**src/rtl/code_pulse_generator.sv**
```systemverilog
// -----------------------------------------------------------------------------
// code_pulse_generator
//
// Generates one BPSK-coded RF pulse per rising edge of GEN. The chip pattern
// drives PHASE (0 = 0 deg, 1 = 180 deg) and TX_GATE opens the RF path while
// chips are being sent. After the chips, the block keeps BUSY high until the
// minimum pulse window has elapsed, then raises SIGNAL_GEN_OVER and holds it
// until the sequencer drops GEN.
//
// Ports
//   CLOCK_10M        in   system clock (10 MHz)
//   RESET            in   asynchronous, active-high reset
//   GEN              in   level request from the sequencer
//   CODE[31:0]       in   chip pattern, bit 0 transmitted first
//   CODE_LEN[15:0]   in   number of chips (clamped to MAX_CHIPS)
//   CODE_DURATION    in   clocks per chip (0 treated as 1)
//   PULSE_LEN[15:0]  in   minimum pulse window in clocks
//   SIGNAL_GEN_OVER  out  pulse complete, held until GEN is low
//   SIGNAL_GEN_BUSY  out  high for the whole pulse window
//   TX_GATE          out  RF gate, high while chips are transmitted
//   PHASE            out  current chip bit, PHASE_IDLE when the gate is closed
//
// MAX_CHIPS must lie in 1..32 because CODE is 32 bits wide.
// -----------------------------------------------------------------------------
module code_pulse_generator #(
    parameter int   MAX_CHIPS  = 32,
    parameter logic PHASE_IDLE = 1'b0
) (
    input  logic        CLOCK_10M,
    input  logic        RESET,
    input  logic        GEN,
    input  logic [31:0] CODE,
    input  logic [15:0] CODE_LEN,
    input  logic [15:0] CODE_DURATION,
    input  logic [15:0] PULSE_LEN,
    output logic        SIGNAL_GEN_OVER,
    output logic        SIGNAL_GEN_BUSY,
    output logic        TX_GATE,
    output logic        PHASE
);

    // Chip index has to reach MAX_CHIPS itself (one past the last chip).
    localparam int IDX_W = $clog2(MAX_CHIPS + 1);
    // Window counter wide enough for MAX_CHIPS * 65535 without overflow
    // (21 bits for 32 chips).
    localparam int WIN_W = $clog2(MAX_CHIPS * 65535 + 1);

    typedef enum logic [1:0] {
        ST_IDLE,
        ST_CHIP,
        ST_GAP,
        ST_DONE
    } state_t;

    // ------------------------------------------------------------------
    // State
    // ------------------------------------------------------------------
    state_t              state_q,    state_d;
    logic                gen_prev_q, gen_prev_d;
    logic                armed_q,    armed_d;
    logic [IDX_W-1:0]    len_q,      len_d;
    logic [15:0]         dur_q,      dur_d;
    logic [31:0]         code_q,     code_d;
    logic [WIN_W-1:0]    win_q,      win_d;
    logic [IDX_W-1:0]    chip_idx_q, chip_idx_d;
    logic [15:0]         chip_cnt_q, chip_cnt_d;
    logic [WIN_W-1:0]    win_cnt_q,  win_cnt_d;
    logic                tx_q,       tx_d;
    logic                phase_q,    phase_d;
    logic                busy_q,     busy_d;
    logic                over_q,     over_d;

    // ------------------------------------------------------------------
    // Operands captured on the start edge, derived straight from the inputs
    // ------------------------------------------------------------------
    logic [IDX_W-1:0]    len_in;
    logic [15:0]         dur_in;
    logic [WIN_W-1:0]    prod_in;
    logic [WIN_W-1:0]    win_in;
    logic                start;
    logic [IDX_W-1:0]    chip_idx_inc;
    logic [4:0]          code_sel;

    always_comb begin
        len_in = (CODE_LEN > 16'(MAX_CHIPS)) ? IDX_W'(MAX_CHIPS)
                                             : CODE_LEN[IDX_W-1:0];
        dur_in = (CODE_DURATION == 16'd0) ? 16'd1 : CODE_DURATION;

        // Window = max(PULSE_LEN, len*dur, 1). The product only reaches zero
        // when there are no chips, since dur is forced to at least 1.
        prod_in = WIN_W'(len_in) * WIN_W'(dur_in);
        win_in  = prod_in;
        if (WIN_W'(PULSE_LEN) > win_in) begin
            win_in = WIN_W'(PULSE_LEN);
        end
        if (win_in == '0) begin
            win_in = WIN_W'(1);
        end
    end

    // A start needs a genuine rising edge of GEN. armed_q stays low after
    // reset until GEN has been seen low once, so a GEN that is already high
    // when reset releases never looks like a fresh request.
    assign start = GEN & ~gen_prev_q & armed_q & (state_q == ST_IDLE);

    assign chip_idx_inc = chip_idx_q + IDX_W'(1);
    assign code_sel     = 5'(chip_idx_inc);

    // ------------------------------------------------------------------
    // Next-state logic
    // ------------------------------------------------------------------
    always_comb begin
        state_d    = state_q;
        gen_prev_d = GEN;
        armed_d    = armed_q | ~GEN;
        len_d      = len_q;
        dur_d      = dur_q;
        code_d     = code_q;
        win_d      = win_q;
        chip_idx_d = chip_idx_q;
        chip_cnt_d = chip_cnt_q;
        win_cnt_d  = win_cnt_q;
        tx_d       = tx_q;
        phase_d    = phase_q;
        busy_d     = busy_q;
        over_d     = over_q;

        unique case (state_q)
            ST_IDLE: begin
                if (start) begin
                    len_d     = len_in;
                    dur_d     = dur_in;
                    code_d    = CODE;
                    win_d     = win_in;
                    busy_d    = 1'b1;
                    win_cnt_d = WIN_W'(1);
                    if (len_in != '0) begin
                        state_d    = ST_CHIP;
                        tx_d       = 1'b1;
                        phase_d    = CODE[0];
                        chip_idx_d = '0;
                        chip_cnt_d = 16'd1;
                    end else begin
                        // No chips: only the window runs, gate stays closed.
                        state_d = ST_GAP;
                    end
                end
            end

            ST_CHIP: begin
                if (!GEN) begin
                    // Sequencer withdrew the request: close the gate at once,
                    // no completion indication.
                    state_d = ST_IDLE;
                    tx_d    = 1'b0;
                    phase_d = PHASE_IDLE;
                    busy_d  = 1'b0;
                end else begin
                    win_cnt_d = win_cnt_q + WIN_W'(1);
                    if (chip_cnt_q == dur_q) begin
                        chip_cnt_d = 16'd1;
                        chip_idx_d = chip_idx_inc;
                        if (chip_idx_inc < len_q) begin
                            phase_d = code_q[code_sel];
                        end else begin
                            tx_d    = 1'b0;
                            phase_d = PHASE_IDLE;
                            // When the chips exactly fill the window, skip the
                            // gap so BUSY lasts exactly win cycles.
                            if (win_cnt_q == win_q) begin
                                state_d = ST_DONE;
                                busy_d  = 1'b0;
                                over_d  = 1'b1;
                            end else begin
                                state_d = ST_GAP;
                            end
                        end
                    end else begin
                        chip_cnt_d = chip_cnt_q + 16'd1;
                    end
                end
            end

            ST_GAP: begin
                if (!GEN) begin
                    state_d = ST_IDLE;
                    tx_d    = 1'b0;
                    phase_d = PHASE_IDLE;
                    busy_d  = 1'b0;
                end else if (win_cnt_q == win_q) begin
                    state_d = ST_DONE;
                    busy_d  = 1'b0;
                    over_d  = 1'b1;
                end else begin
                    win_cnt_d = win_cnt_q + WIN_W'(1);
                end
            end

            ST_DONE: begin
                // Release on the edge after GEN was first sampled low, so OVER
                // drops two edges after the sequencer lets go of GEN. A GEN
                // rise seen here is ignored; only IDLE accepts a start.
                if (!gen_prev_q) begin
                    state_d = ST_IDLE;
                    over_d  = 1'b0;
                end
            end

            default: begin
                state_d = ST_IDLE;
                tx_d    = 1'b0;
                phase_d = PHASE_IDLE;
                busy_d  = 1'b0;
                over_d  = 1'b0;
            end
        endcase
    end

    // ------------------------------------------------------------------
    // Registers
    // ------------------------------------------------------------------
    always_ff @(posedge CLOCK_10M or posedge RESET) begin
        if (RESET) begin
            state_q    <= ST_IDLE;
            gen_prev_q <= 1'b0;
            armed_q    <= 1'b0;
            len_q      <= '0;
            dur_q      <= '0;
            code_q     <= '0;
            win_q      <= '0;
            chip_idx_q <= '0;
            chip_cnt_q <= '0;
            win_cnt_q  <= '0;
            tx_q       <= 1'b0;
            phase_q    <= PHASE_IDLE;
            busy_q     <= 1'b0;
            over_q     <= 1'b0;
        end else begin
            state_q    <= state_d;
            gen_prev_q <= gen_prev_d;
            armed_q    <= armed_d;
            len_q      <= len_d;
            dur_q      <= dur_d;
            code_q     <= code_d;
            win_q      <= win_d;
            chip_idx_q <= chip_idx_d;
            chip_cnt_q <= chip_cnt_d;
            win_cnt_q  <= win_cnt_d;
            tx_q       <= tx_d;
            phase_q    <= phase_d;
            busy_q     <= busy_d;
            over_q     <= over_d;
        end
    end

    assign SIGNAL_GEN_OVER = over_q;
    assign SIGNAL_GEN_BUSY = busy_q;
    assign TX_GATE         = tx_q;
    assign PHASE           = phase_q;

endmodule

```
**config.mk**
```make
export PLATFORM = sky130hd
export DESIGN_NAME = code_pulse_generator
export DESIGN_NICKNAME = d
export VERILOG_FILES = /design/src/rtl/code_pulse_generator.sv
export SDC_FILE = /design/constraint.sdc
export NUM_CORES = 1
export LEC_CHECK = 0
export CORE_ASPECT_RATIO = 1.25
export CORE_UTILIZATION = 30
export DETAILED_ROUTE_END_ITERATION = 8
export PLACE_DENSITY_LB_ADDON = 0.15
export SLEW_MARGIN = 30
export SYNTH_ARGS = -nofsm -noshare
export SYNTH_HDL_FRONTEND = slang
export SYNTH_SLANG_ARGS = --single-unit
```
**constraint.sdc**
```tcl
create_clock -name CLOCK_10M -period 7.28 [get_ports CLOCK_10M]
set_clock_uncertainty 0.15 [all_clocks]
set_input_delay 0.728 -clock CLOCK_10M [delete_from_list [all_inputs] [get_ports CLOCK_10M]]
set_output_delay 0.728 -clock CLOCK_10M [all_outputs]
set_load 0.01 [all_outputs]
```
Word level (Yosys, flattened, before mapping)
Cells that the tools add are included.
{"block": "op_classes", "add_sub_neg": 3, "multipliers": 1, "magnitude_cmp": 4, "n_eq_ne": 17, "mux": 58, "n_bitwise": 6, "n_reduce_logical": 16}
{"operator": "$mux W21", "n": 6}
{"operator": "$mux W16", "n": 5}
{"operator": "$pmux W21 S3", "n": 1}
{"operator": "$pmux W16 S2", "n": 1}
{"operator": "$mux W6", "n": 5}
{"operator": "$mux W1", "n": 25}
{"operator": "$add A21 B1 Y21 const B", "n": 1}
{"operator": "$eq A21 B21 Y1", "n": 1}
{"operator": "$gt A16 B21 Y1", "n": 1}
{"operator": "$logic_not A21 Y1", "n": 1}
{"operator": "$mul A6 B16 Y21", "n": 1}
{"operator": "$reduce_and A5 Y1", "n": 4}
{"operator": "$add A16 B1 Y16 const B", "n": 1}
{"operator": "$eq A16 B16 Y1", "n": 1}
{"operator": "$gt A16 B6 Y1 const B", "n": 1}
{"operator": "$logic_not A16 Y1", "n": 1}
{"operator": "$mux W2", "n": 8}
{"operator": "$ne A2 B2 Y1 const B", "n": 8}
{"operator": "$pmux W1 S3", "n": 4}
{"operator": "$pmux W6 S2", "n": 1}
{"operator": "$reduce_and A6 Y1", "n": 2}
{"operator": "$ne A3 B3 Y1 const B", "n": 3}
{"operator": "$pmux W2 S4", "n": 1}
{"operator": "$reduce_and A4 Y1", "n": 2}
{"operator": "other kinds (15)", "n": 20}
{"block": "totals", "regBits": 126, "input_bits": 83, "output_inout_bits": 4, "wordCells": 119}

Depth between registers and ports, before layout
{"block": "depth", "ltp_word": 7, "depth_mapped": 29, "mapped_depth_nobuf": 28}

Worst setup path after synthesis
Ideal clock, no wire load.
{"block": "synth_timing", "path_kind": "input -> register", "from": "in CODE_LEN[11]", "to": "reg win_q[1]", "setup_ps": 131, "t_arrival_ps": 7250, "required_ps": 6999, "slack_ps": -250, "stages": 28, "path_buffers": 3, "path_cell_list": "or4_4 -> or3_1 -> a21oi_1 -> clkbuf_1 -> and3_1 -> fa_1 -> fa_1 -> inv_1 -> fa_1 -> inv_1 -> ha_1 -> clkbuf_1 -> o21a_1 -> o211ai_1 -> o21ai_0 -> a31oi_1 -> xnor2_1 -> inv_1 -> ha_1 -> nand3_1 -> or4_1 -> o32ai_1 -> a21o_1 -> a21oi_1 -> nand4_4 -> buf_6 -> mux2i_1 -> o21ai_1"}
{"block": "synth_between", "elab_chain_cells": 7}
{"item": "from (decl)", "line_no": "33", "rtl": "input logic [15:0] CODE_LEN,"}
{"item": "$gt A16 B6 Y1 *", "line_no": "85", "rtl": "len_in = (CODE_LEN > 16'(MAX_CHIPS)) ? IDX_W'(MAX_CHIPS)"}
{"item": "$mux W6 *", "line_no": "85"}
{"item": "$mul A6 B16 Y21 *", "line_no": "91", "rtl": "prod_in = WIN_W'(len_in) * WIN_W'(dur_in);"}
{"item": "$gt A16 B21 Y1", "line_no": "93", "rtl": "if (WIN_W'(PULSE_LEN) > win_in) begin"}
{"item": "$mux W21 *", "line_no": "93"}
{"item": "$logic_not A21 Y1", "line_no": "96", "rtl": "if (win_in == '0) begin"}
{"item": "$mux W21 *", "line_no": "96"}
{"item": "to (signal assigned)", "line_no": "245", "rtl": "win_q <= win_d;"}
{"item": "to (decl)", "line_no": "64", "rtl": "logic [WIN_W-1:0] win_q, win_d;"}
Every way passes the cells marked *; elsewhere a longest branch is shown, timed or not.
A chain may end at the register's enable or synchronous reset.

Worst setup path after layout
{"block": "layout_timing", "from": "in CODE_LEN[8]", "to": "reg win_q[6]"}
The elaborated chain is that of the path after synthesis.

==> flow_summary_export.csv <==
group,metric,value,unit
outcome,status,"finished with violations",
outcome,violations,"design-rule violations",
cts,cts_max_level,4,
placement,port-buffer-count,86,
layout,multi_input_area,6710,um2
drt,drt_iter0_markers,446,
layout,seqCellArea,3150,um2
cts,cts.sinks,126,
synthesis,yosysMostFrequentCell,"nand2_1",
synthesis,ys_ff_latch,126,
worst_setup_path,startpoint,"CODE_LEN[8]",
synthesis,netlist_area,10200,um2
cts,clockBufferDepth,2,
worst_setup_path,crit_path_end_kind,"flop",
synthesis,syn_inst,1168,
global_routing,antenna_found_initial,0,
drt,vias,8672,
timing,fmax,143,MHz
pwr,vdd_drop_max,0.119,mV
cts,worstSkewPairLatency,0.43,ns
synthesis,synth_top_area_share,31.0,%
floorplan,start_util,30.3,%
floorplan,pin_count,87,
global_routing,overflow,0,
run,maxCapViolations,0,
global_routing,grt_pass1_wl,47300,um
placement,dp.cells,1738,
placement,placed_area,12300,um2
synthesis,synth_top_cell_by_area,"dfrtp_1",
layout,final_layout_size_suffix_gt1_share,17.8,%
worst_setup_path,critPathMaxStageDelay,0.56,ns
worst_setup_path,worstReg2RegStart,"chip_idx_q[0]",
placement,gp_congestion,0.809,
synthesis,synth_flop_cell,"dfrtp_1",
timing,finalCriticalPeriod,6.98,ns
worst_setup_path,crit_type,"in -> reg",
global_routing,grt_pass1_vias,9096,
synthesis,yosysUniqueCellTypes,59,
worst_setup_path,path_common_cell,"fa_1",
floorplan,dieHeight,208,um
synthesis,synth_top_cells_by_count,"nand2_1, dfrtp_1, inv_1",
worst_setup_path,worstSetupStartpointType,"primary input",
layout,area_growth,33.1,%
cts,cts_tree,"yes",
worst_setup_path,cp.required,7.44,ns
cts,path_clk_slew,0.05,ns
worst_hold_path,min_from,"code_q[20]",
floorplan,core_area,33500,um2
worst_setup_path,crit_path_top_delay_cell,"fa_1",
drt,wire_per_inst,15.9,um
global_routing,grt_usage,17.2,%
timing,finalSetupViolCount,0,
timing,finalHoldViolCount,0,
timing,relSlewSlack,46.7,%
timing,setup_tns,0,ns
synthesis,synthArstFlopShare,100,%
drt,drt-total-wl,28400,um
timing,maxSlewViolCount,0,
timing,finalCritPeriodShare,95.9,%
floorplan,dieArea,34600,um2
worst_setup_path,cp.arrival,7.14,ns
layout,finalNonFillerCells,1792,
synthesis,syn_area_per_cell,8.70,um2
worst_hold_path,hp-class,"reg -> reg",
synthesis,syn_nets,1364,
placement,dp_hpwl,21700,um
drt,ant_nets,0,
pwr,p_per_area,234,nW/um2
timing,rsz0062_at_grt,"no",
worst_setup_path,cp_max_fo,8,
synthesis,synth-edff-count,0,
cts,cts_hold_repair.buffers,0,
drt,avgViaCountPerCell,4.84,
worst_setup_path,r2r_slack,3.76,ns
drt,drc,7,
layout,antenna_cells,0,
drt,dr.pass1.iters,7,
cts,clockRootBuffer,"clkbuf_16",
floorplan,die_w,167,um
layout,fillers,3346,
pwr,p_leak,0.00665,uW
synthesis,ys_seq_area_share,31.0,%
layout,fin_area,13500,um2
layout,final_nets,1554,
cts,cts_buffers,17,
timing,worst_pin_slew,0.799,ns
global_routing,grt_max_degree,73,
synthesis,ys_warn_count,0,
synthesis,yosys-top-cells-area,"dfrtp_1, fa_1, nand2_1",
floorplan,rows,75,
layout by cell type, fill, tap and decap left out, types with 13 or more instances in the layout:
cell type,netlist,layout
clkdlybuf4s50_1,0,75
and2_1,21,19
a21oi_1,27,22
buf_4,0,111
dfrtp_1,126,126
nand4_1,21,21
clkbuf_16,0,20
a21o_1,13,13
and3_1,67,54
mux2i_1,19,19
inv_1,124,115
o31ai_1,14,14
fa_1,56,55
xnor2_1,46,45
nand3_1,33,30
nor2b_1,16,16
and3_4,1,14
nor2_1,41,38
o21ai_0,46,44
ha_1,57,48
nand2_1,241,241
xor2_1,29,29
nor4_1,14,13
what timing repair did:
action                                  in CTS  in global routing
endpoints found under the setup margin      16                 16
gates cloned                                 2                  3
pin swaps                                   23                 56
setup buffers                                7                 14
gates resized for setup                     23                 58
logic make-up after synthesis:
family	Yosys count	share of synthesized area (%)
fa+ha+maj	113	18.1
xor+xnor	75	6.47
flops	126	31.0
mux	34	4.64
compound gates	158	10.0
simple gates	491	23.3
buf+inv	171	6.43
state kept, by name (all words and copies together) (netlist names):
signal	cells
PHASE	1
SIGNAL_GEN_BUSY	1
SIGNAL_GEN_OVER	1
TX_GATE	1
armed_q	1
chip_cnt_q	16
chip_idx_q	6
code_q	32
dur_q	16
gen_prev_q	1
len_q	6
state_q	2
win_cnt_q	21
win_q	21
final timing paths:
path                               to  depth (start not counted)
max                          win_q[6]                         28
min                        code_q[20]                          2
max reg2reg                     PHASE                         10
min reg2reg                code_q[20]                          2
max in group asynchronous  code_q[17]                          3
min in group asynchronous  code_q[10]                          2
area by class of cell:
type / instances / share of cell area [%]
Sequential cell: 126 / 23.3
Clock buffer: 20 / 3.30
Multi-Input combinational cell: 871 / 49.6
Clock inverter: 10 / 1.04
Inverter: 124 / 3.46
Tap cell: 423 / 3.91
Timing Repair Buffer: 218 / 15.4
worst max-delay path, delay by kind of cell:
family	cells	cell delay [ns]
compound gates	7	1.07
xor+xnor	1	0.15
fa+ha+maj	5	2.08
buf+inv	7	1.03
mux	1	0.21
simple gates	7	1.88
where the power goes:
group | switching, uW | leakage [uW] | internal, uW
registers | 178 | 0.00163 | 932
logic | 653 | 0.00474 | 541
clock network | 318 | 0.000278 | 542
through the flow:
stage          util (%)  hold WS, ns  power, uW  setup WS, ns
2_1_floorplan         -        0.276       1910        0.0136
3_3_place_gp       36.6        0.300       2300        -0.476
3_5_place_dp       36.7        0.303       2330        -0.547
4_1_cts            39.3        0.320       3210       0.00111
5_1_grt            40.4        0.347       3420        0.0175
6_report           40.4        0.318       3160         0.301
metal layers:
metal | vias to the layer above | part of all wire, % | track usage, %
met5 | - | 0 | 0
met4 | 0 | 1.6 | 5.56
met2 | 119 | 52 | 30.6
met3 | 25 | 2.2 | 2.10
met1 | 4229 | 45 | 21.6
li1 | 4299 | - | -
(Power assumes the default switching activity.)
